### src/rtl/imem_boot_loader.sv
// imem_boot_loader
// Receives a byte stream from a host link, assembles little-endian 32-bit
// words and writes them one after another into instruction memory. The core
// is held in reset until a complete, in-range image has been loaded.
// The first four bytes of each image give the word count N.
// Optional feature: define IMEM_BOOT_LOADER_CSUM_EN to require a trailing
// 32-bit checksum (mod-2^32 sum of the data words) before the core is released.
module imem_boot_loader #(
  parameter int unsigned IMEM_WORDS = 1024,
  parameter logic [31:0] BASE_ADDR  = 32'h0000_0000
) (
  input  logic                         clk,
  input  logic                         reset,
  input  logic                         start_i,
  input  logic                         byte_vld_i,
  input  logic [7:0]                   byte_i,
  output logic                         byte_rdy_o,
  output logic                         wr_en_imem_o,
  output logic [31:0]                  addr_imem_o,
  output logic [31:0]                  wr_instr_imem_o,
  output logic                         core_reset_o,
  output logic                         busy_o,
  output logic                         done_o,
  output logic                         err_o,
  output logic [$clog2(IMEM_WORDS):0]  words_loaded_o
);

  localparam int unsigned WCW = $clog2(IMEM_WORDS) + 1;

  typedef enum logic [2:0] {
    ST_IDLE,
    ST_LEN,
    ST_LOAD,
`ifdef IMEM_BOOT_LOADER_CSUM_EN
    ST_CSUM,
`endif
    ST_DONE,
    ST_ERR
  } state_e;

  state_e           state_q, state_d;
  logic [1:0]       byteCnt_q;
  logic [23:0]      shift_q;
  logic [31:0]      len_q;
  logic [WCW-1:0]   wordsLoaded_q;
  logic             wrEn_q;
  logic [31:0]      wrData_q;
  logic [31:0]      addr_q;
`ifdef IMEM_BOOT_LOADER_CSUM_EN
  logic [31:0]      csum_q;
`endif

  logic             byteAccept;
  logic             lastByte;
  logic             lastWord;
  logic             startAccept;
  logic             tooBig;
  logic [31:0]      assembled;
  logic [31:0]      wordAddr;

  // The first three bytes of a word sit in shift_q, so the full word is
  // available combinationally on the cycle its fourth byte is accepted.
  assign byteAccept  = byte_vld_i & byte_rdy_o;
  assign lastByte    = (byteCnt_q == 2'd3);
  assign assembled   = {byte_i, shift_q};
  assign lastWord    = ((32'(wordsLoaded_q) + 32'd1) == len_q);
  assign tooBig      = (assembled > 32'(IMEM_WORDS));
  assign wordAddr    = BASE_ADDR + (32'(wordsLoaded_q) << 2);
  assign startAccept = start_i &
                       ((state_q == ST_IDLE) | (state_q == ST_DONE) | (state_q == ST_ERR));

  // State register
  always_ff @(posedge clk) begin
    if (!reset) begin
      state_q <= ST_IDLE;
    end else begin
      state_q <= state_d;
    end
  end

  // Next-state logic
  always_comb begin
    state_d = state_q;
    case (state_q)
      ST_IDLE: begin
        if (start_i) state_d = ST_LEN;
      end
      ST_LEN: begin
        if (byteAccept && lastByte) begin
          if (tooBig) begin
            state_d = ST_ERR;
          end else if (assembled == 32'd0) begin
`ifdef IMEM_BOOT_LOADER_CSUM_EN
            state_d = ST_CSUM;
`else
            state_d = ST_DONE;
`endif
          end else begin
            state_d = ST_LOAD;
          end
        end
      end
      ST_LOAD: begin
        if (byteAccept && lastByte && lastWord) begin
`ifdef IMEM_BOOT_LOADER_CSUM_EN
          state_d = ST_CSUM;
`else
          state_d = ST_DONE;
`endif
        end
      end
`ifdef IMEM_BOOT_LOADER_CSUM_EN
      ST_CSUM: begin
        if (byteAccept && lastByte) begin
          state_d = (assembled == csum_q) ? ST_DONE : ST_ERR;
        end
      end
`endif
      ST_DONE, ST_ERR: begin
        if (start_i) state_d = ST_LEN;
      end
      default: state_d = ST_IDLE;
    endcase
  end

  // Status outputs; the core stays held while the final write strobe is out
  always_comb begin
    byte_rdy_o   = 1'b0;
    busy_o       = 1'b0;
    done_o       = 1'b0;
    err_o        = 1'b0;
    core_reset_o = 1'b1;
    case (state_q)
      ST_LEN, ST_LOAD: begin
        byte_rdy_o = 1'b1;
        busy_o     = 1'b1;
      end
`ifdef IMEM_BOOT_LOADER_CSUM_EN
      ST_CSUM: begin
        byte_rdy_o = 1'b1;
        busy_o     = 1'b1;
      end
`endif
      ST_DONE: begin
        done_o       = ~wrEn_q;
        core_reset_o = wrEn_q;
      end
      ST_ERR: begin
        err_o = 1'b1;
      end
      default: ;
    endcase
  end

  // Byte assembly, length capture and the registered imem write port
  always_ff @(posedge clk) begin
    if (!reset) begin
      byteCnt_q     <= 2'd0;
      shift_q       <= 24'd0;
      len_q         <= 32'd0;
      wordsLoaded_q <= '0;
      wrEn_q        <= 1'b0;
      wrData_q      <= 32'd0;
      addr_q        <= BASE_ADDR;
`ifdef IMEM_BOOT_LOADER_CSUM_EN
      csum_q        <= 32'd0;
`endif
    end else begin
      wrEn_q <= 1'b0;
      if (startAccept) begin
        byteCnt_q     <= 2'd0;
        wordsLoaded_q <= '0;
        addr_q        <= BASE_ADDR;
`ifdef IMEM_BOOT_LOADER_CSUM_EN
        csum_q        <= 32'd0;
`endif
      end else if (byteAccept) begin
        byteCnt_q <= byteCnt_q + 2'd1;
        shift_q   <= {byte_i, shift_q[23:8]};
        if ((state_q == ST_LEN) && lastByte) begin
          len_q <= assembled;
        end
        if ((state_q == ST_LOAD) && lastByte) begin
          wrEn_q        <= 1'b1;
          wrData_q      <= assembled;
          addr_q        <= wordAddr;
          wordsLoaded_q <= wordsLoaded_q + 1'b1;
`ifdef IMEM_BOOT_LOADER_CSUM_EN
          csum_q        <= csum_q + assembled;
`endif
        end
      end
    end
  end

  assign wr_en_imem_o    = wrEn_q;
  assign addr_imem_o     = addr_q;
  assign wr_instr_imem_o = wrData_q;
  assign words_loaded_o  = wordsLoaded_q;

endmodule

### config.mk
export PLATFORM = sky130hd
export DESIGN_NAME = imem_boot_loader
export DESIGN_NICKNAME = d
export VERILOG_FILES = /design/src/rtl/imem_boot_loader.sv
export SDC_FILE = /design/constraint.sdc
export NUM_CORES = 1
export LEC_CHECK = 0
export ABC_AREA = 1
export BUFFER_PORTS_ARGS = -buffer_cell sky130_fd_sc_hd__buf_2
export CORE_ASPECT_RATIO = 0.75
export CORE_MARGIN = 4
export CORE_UTILIZATION = 35
export CTS_CLUSTER_SIZE = 30
export DETAILED_ROUTE_END_ITERATION = 8
export PLACE_DENSITY = 0.61
export SETUP_SLACK_MARGIN = 0.5
export SYNTH_ARGS = -nofsm -noshare
export SYNTH_HDL_FRONTEND = slang
export SYNTH_SLANG_ARGS = --single-unit
### constraint.sdc
create_clock -name clk -period 2.3 [get_ports clk]
set_input_delay 0.115 -clock clk [delete_from_list [all_inputs] [get_ports clk]]
set_output_delay 0.115 -clock clk [all_outputs]
set_load 0.05 [all_outputs]
Word level (Yosys, flattened, before mapping)

Cells that the tools add are included.

Add/subtract/negate cells: 3
$lt $le $gt $ge: 1
Equal/unequal tests: 9
Multiplexer cells: 11
Bitwise gates (word level): 8
Reductions and logical operators: 15

Operator list:

| operator                                                                 | number |
|---|---|
| 12-bit by 32-bit equality test with 1-bit output                         | 1 |
| 32-bit by 11-bit > comparator with 1-bit output (second input constant)  | 1 |
| 32-bit zero test                                                         | 1 |
| 11-bit by 1-bit adder with 12-bit output (second input constant)         | 1 |
| 3-bit 2-to-1 mux                                                         | 4 |
| 11-bit by 1-bit adder with 11-bit output (second input constant)         | 1 |
| 3-bit case mux with 3 select lines                                       | 1 |
| 3-bit AND reduction                                                      | 3 |
| 3-bit by 2-bit equality test with 1-bit output (second input constant)   | 2 |
| 1-bit 2-to-1 mux                                                         | 6 |
| 3-bit OR reduction                                                       | 2 |
| 1-bit logical AND                                                        | 4 |
| 2-bit inequality test (second input constant)                            | 2 |
| 1-bit NOT                                                                | 4 |
| 2-bit AND reduction                                                      | 2 |
| 2-bit OR reduction                                                       | 2 |
| 3-bit by 1-bit equality test with 1-bit output (second input constant)   | 1 |
| 3-bit equality test (second input constant)                              | 1 |
| 3-bit zero test                                                          | 1 |
| 2-bit by 1-bit adder with 2-bit output (second input constant)           | 1 |
| 1-bit AND                                                                | 2 |
| 2-bit equality test (second input constant)                              | 1 |
| 2-bit by 1-bit inequality test with 1-bit output (second input constant) | 1 |
| 1-bit OR                                                                 | 2 |

Register bits after elaboration: 116
Logic and storage cells: 55

Logic depth before layout (Yosys ltp)

Depth after elaboration: 8
Gate-level depth with buffers: 15
Gate-level depth less buffers: 15

Worst setup path after synthesis

OpenSTA, ideal clock, no wires.

Kind: register to register
Start point: register wordsLoaded_q[0] (netlist: words_loaded_o[0])
End point: register state_q[1]
Arrival time: 2057 ps
Setup slack: 128 ps
Cell stages (with the launch flop): 15
Buffers on the path: 0
Period minus slack after synthesis: 2172 ps
Path through: dfxtp_1 -> ha_1 -> nand2_1 -> nor2_1 -> nand2_1 -> nand3_1 -> nand2_1 -> nor2_1 -> nand2_1 -> nor2_1 -> nand3_1 -> nand2_1 -> nand3_1 -> nand2_1 -> nor2_1

Word-level cells in the longest chain between the ends: 5

Ends and longest elaborated chain:

| element                                          | RTL line | text |
|---|---|---|
| from (decl)                                      | 45       | `logic [WCW-1:0] wordsLoaded_q;` |
| from (signal assigned)                           | 187      | `wordsLoaded_q <= wordsLoaded_q + 1'b1;` |
| 11-bit by 1-bit adder with 12-bit output         | 66       | `assign lastWord = ((32'(wordsLoaded_q) + 32'd1) == len_q);` |
| 12-bit by 32-bit equality test with 1-bit output | 66       |  |
| 1-bit logical AND                                | 104      | `if (byteAccept && lastByte && lastWord) begin` |
| 2-bit inequality test (no line)                  | n/a      |  |
| 3-bit AND reduction (no line)                    | n/a      |  |
| to (signal assigned)                             | 77       | `state_q <= state_d;` |
| to (decl)                                        | 41       | `state_e state_q, state_d;` |

Every way passes these cells.
A chain may end at the register's enable or synchronous reset.

Worst setup path in the final report

Start point: register wordsLoaded_q[0] (netlist: words_loaded_o[0])
End point: register wordsLoaded_q[2] (netlist: words_loaded_o[2])

Word-level cells in the longest chain between the ends: 1

Ends and longest elaborated chain:

| element                                  | RTL line |
|---|---|
| 11-bit by 1-bit adder with 11-bit output | 187 |

Every way passes these cells.

==> qor.txt <==
crit start category: flip-flop
commonest non-fill, non-tap cell in the layout: nand2_1
Syn. warnings: 0
vias in the first global route: 4148
Synth Area per Inst: 7.33 sq um
endpoints failing hold: 0
crit-path max FO: 5
clk_lat worst skew: 0.42 ns
drt first-iter violations: 372
unrepaired setup endpoints after global routing: true
Layout area overhead: 31.3%
TritonCTS Sinks: 116
VDD IR-drop max: 0.542 mV
wire per inst: 14.7 microns
setup_tns: 0 ns
Hold Crit Depth: 4
Reg2Reg Setup Slack: 0.51 ns
die area: 16000 sq um
dpl hpwl: 9.12 mm
synth unique cells: 29
Lkg Pwr: 0.00263 uW
number of max-cap violations: 0
post-route minimum period: 1.79 ns
pin count of the biggest net entering global routing: 47
sequential element share of the synthesized area: 0.474
synthesized area: 4900 sq um
Inserted Diodes: 0
vias per cell: 4.94
Rel. slew slack: 0.663
Total GRT Usage: 0.170
DIE WIDTH: 145 microns
NumNets Final: 778
layout cells sized above 1: 0.247
share of the synthesized area in the top cell type: 0.474
Synth area leaders: dfxtp_1 (47%), a21oi_1 (11%), nand2_1 (10%)
core area: 13700 sq um
Yosys reg bits: 116
CTS tree: done
Initial Utilization: 0.358
Die Y: 111 microns
root buffer cell: clkbuf_16
input/output buffers: 71
Synth area leader: dfxtp_1
Fmax: 0.559 GHz
initial antenna violation count: 0
CTS H-tree lvls: 4
CP required: 2.64 ns
hold path startpoint: start_i
Worst R2R Path Depth: 12
DRC violations left: 0
WHS Endpoint: wr_en_imem_o
global-route wire length before repair: 21.6 mm
worst reg2reg path startpoint: words_loaded_o[0]
clock slew at reported path FFs: 0.05 ns
Post-Synthesis Cells: 669
Max clock buf depth: 2
TritonCTS Buffers: 17
crit path kind: reg2reg
outcome: finished clean
fin. max-slew vios: 0
pwr dens: 930 nW/um^2
via count: 4704
Post-DRT Antenna Nets: 0
crit share post-route: 0.778
Setup-failing EPs final: 0
FILL cells: 1357
row cnt: 37
Pwr Total: 5980 uW
Total Wirelength: 14.0 mm
reg2reg end: words_loaded_o[2]
clock skew: 0.00886 ns
Setup crit end kind: flip-flop
Placer Congestion: 0.876
HP Class: in2reg
worst slew pin tran: 0.505 ns
number of detailed-route iterations in the first pass: 5
endpoint arrival time on the critical path: 2.13 ns
most frequent cells in the layout: nand2_1 (121), dfxtp_1 (107), a21oi_1 (99)
grt ovf: 0
IO Pins: 93
## worst max path at each step
stage,from,endpoint,slack [ns]
floorplan,words_loaded_o[0],state_q[1],0.50
global placement,words_loaded_o[0],state_q[1],0.28
detailed placement,words_loaded_o[0],state_q[1],0.30
CTS,words_loaded_o[0],state_q[1],0.49
global route,words_loaded_o[0],state_q[0],0.34
finish,words_loaded_o[0],words_loaded_o[2],0.51
## worst max-delay path, stage by stage (launching register included)
cell and delay (ns):
dfxtp_4 0.39, ha_4 0.20, inv_2 0.05, nand2_2 0.08, nand2_2 0.06, buf_4 0.13
buf_4 0.12, buf_4 0.12, buf_4 0.12, buf_4 0.12, buf_4 0.12, buf_4 0.12
a21oi_2 0.10
## where the power goes
part	internal (uW)	switching [uW]	leakage (uW)
Combinational	297	752	0.00141
Clock	1650	943	0.000278
Sequential	2160	181	0.000943
Total	4110	1880	0.00263
## logic make-up (layout without fill, tap and decap cells)
family | count (synthesis) | count (layout) | share of synthesized area
DFF | 116 | 116 | 0.474
AOI/OAI and AO/OA | 177 | 177 | 0.184
xor gates and xnor gates | 2 | 2 | 0.00357
adders and majority gates | 2 | 2 | 0.00510
other | 1 | 21 | 0.000765
and+or+nand+nor | 262 | 263 | 0.225
buffers and inverters | 109 | 196 | 0.108
## through the flow
| step | instance area (sq um) | util | hold WS (ns) | instances | setup slack, ns |
|---|---|---|---|---|---|
| floorplan | 5010 | - | 0.258 | 689 | 0.502 |
| global placement | 5360 | 0.391 | 0.412 | 890 | 0.276 |
| detailed placement | 5360 | 0.391 | 0.418 | 890 | 0.295 |
| CTS | 6180 | 0.451 | 0.0193 | 942 | 0.490 |
| global route | 6440 | 0.470 | 0.00871 | 952 | 0.340 |
| finish | 6440 | 0.470 | 0.0135 | 952 | 0.510 |
## cell type report
type	instances	area (sq um)	area share
timing repair buffer	111	754	0.117
inverter	52	200	0.0311
sequential	116	2350	0.364
tap	175	219	0.0340
timing repair inverter	1	5.00	0.000777
clock inverter	12	131	0.0204
multi-input combinational	465	2320	0.361
clock buffer	20	457	0.0709
## synthesized netlist by cell type, drive strengths merged
cell type,instances
or2,2
a31oi,2
nor3,5
a21oi,103
dfxtp,116
o21ai,66
nand2,136
conb,1
ha,2
clkbuf,17
clkinv,1
xor2,1
nand3b,1
nor2,61
nand4,6
inv,51
a211oi,6
xnor2,1
buf,40
nand3,51
## flip-flops by register name, summed over array words and instances (netlist names)
register	flops
words_loaded_o	11
wr_instr_imem_o	32
state_q	3
shift_q	24
addr_imem_o	11
byteCnt_q	2
len_q	32
wr_en_imem_o	1
## per-layer routing
metal | up-vias | share of wire | global-route usage
met5 | - | 0 | 0
met4 | 0 | 0.0077 | 0.0510
met3 | 14 | 0.074 | 0.0619
met2 | 139 | 0.43 | 0.230
met1 | 2187 | 0.49 | 0.250
li1 | 2364 | - | -
## timing repair
action,4_1_cts,5_1_grt
buffers inserted,12,7
gates resized for setup,18,44
endpoints found under the setup margin,49,80
pin swaps,8,23
hold buffers,8,0
cloned,0,3
endpoints found under the hold margin,8,0
Power figures use the tool's default switching activity.
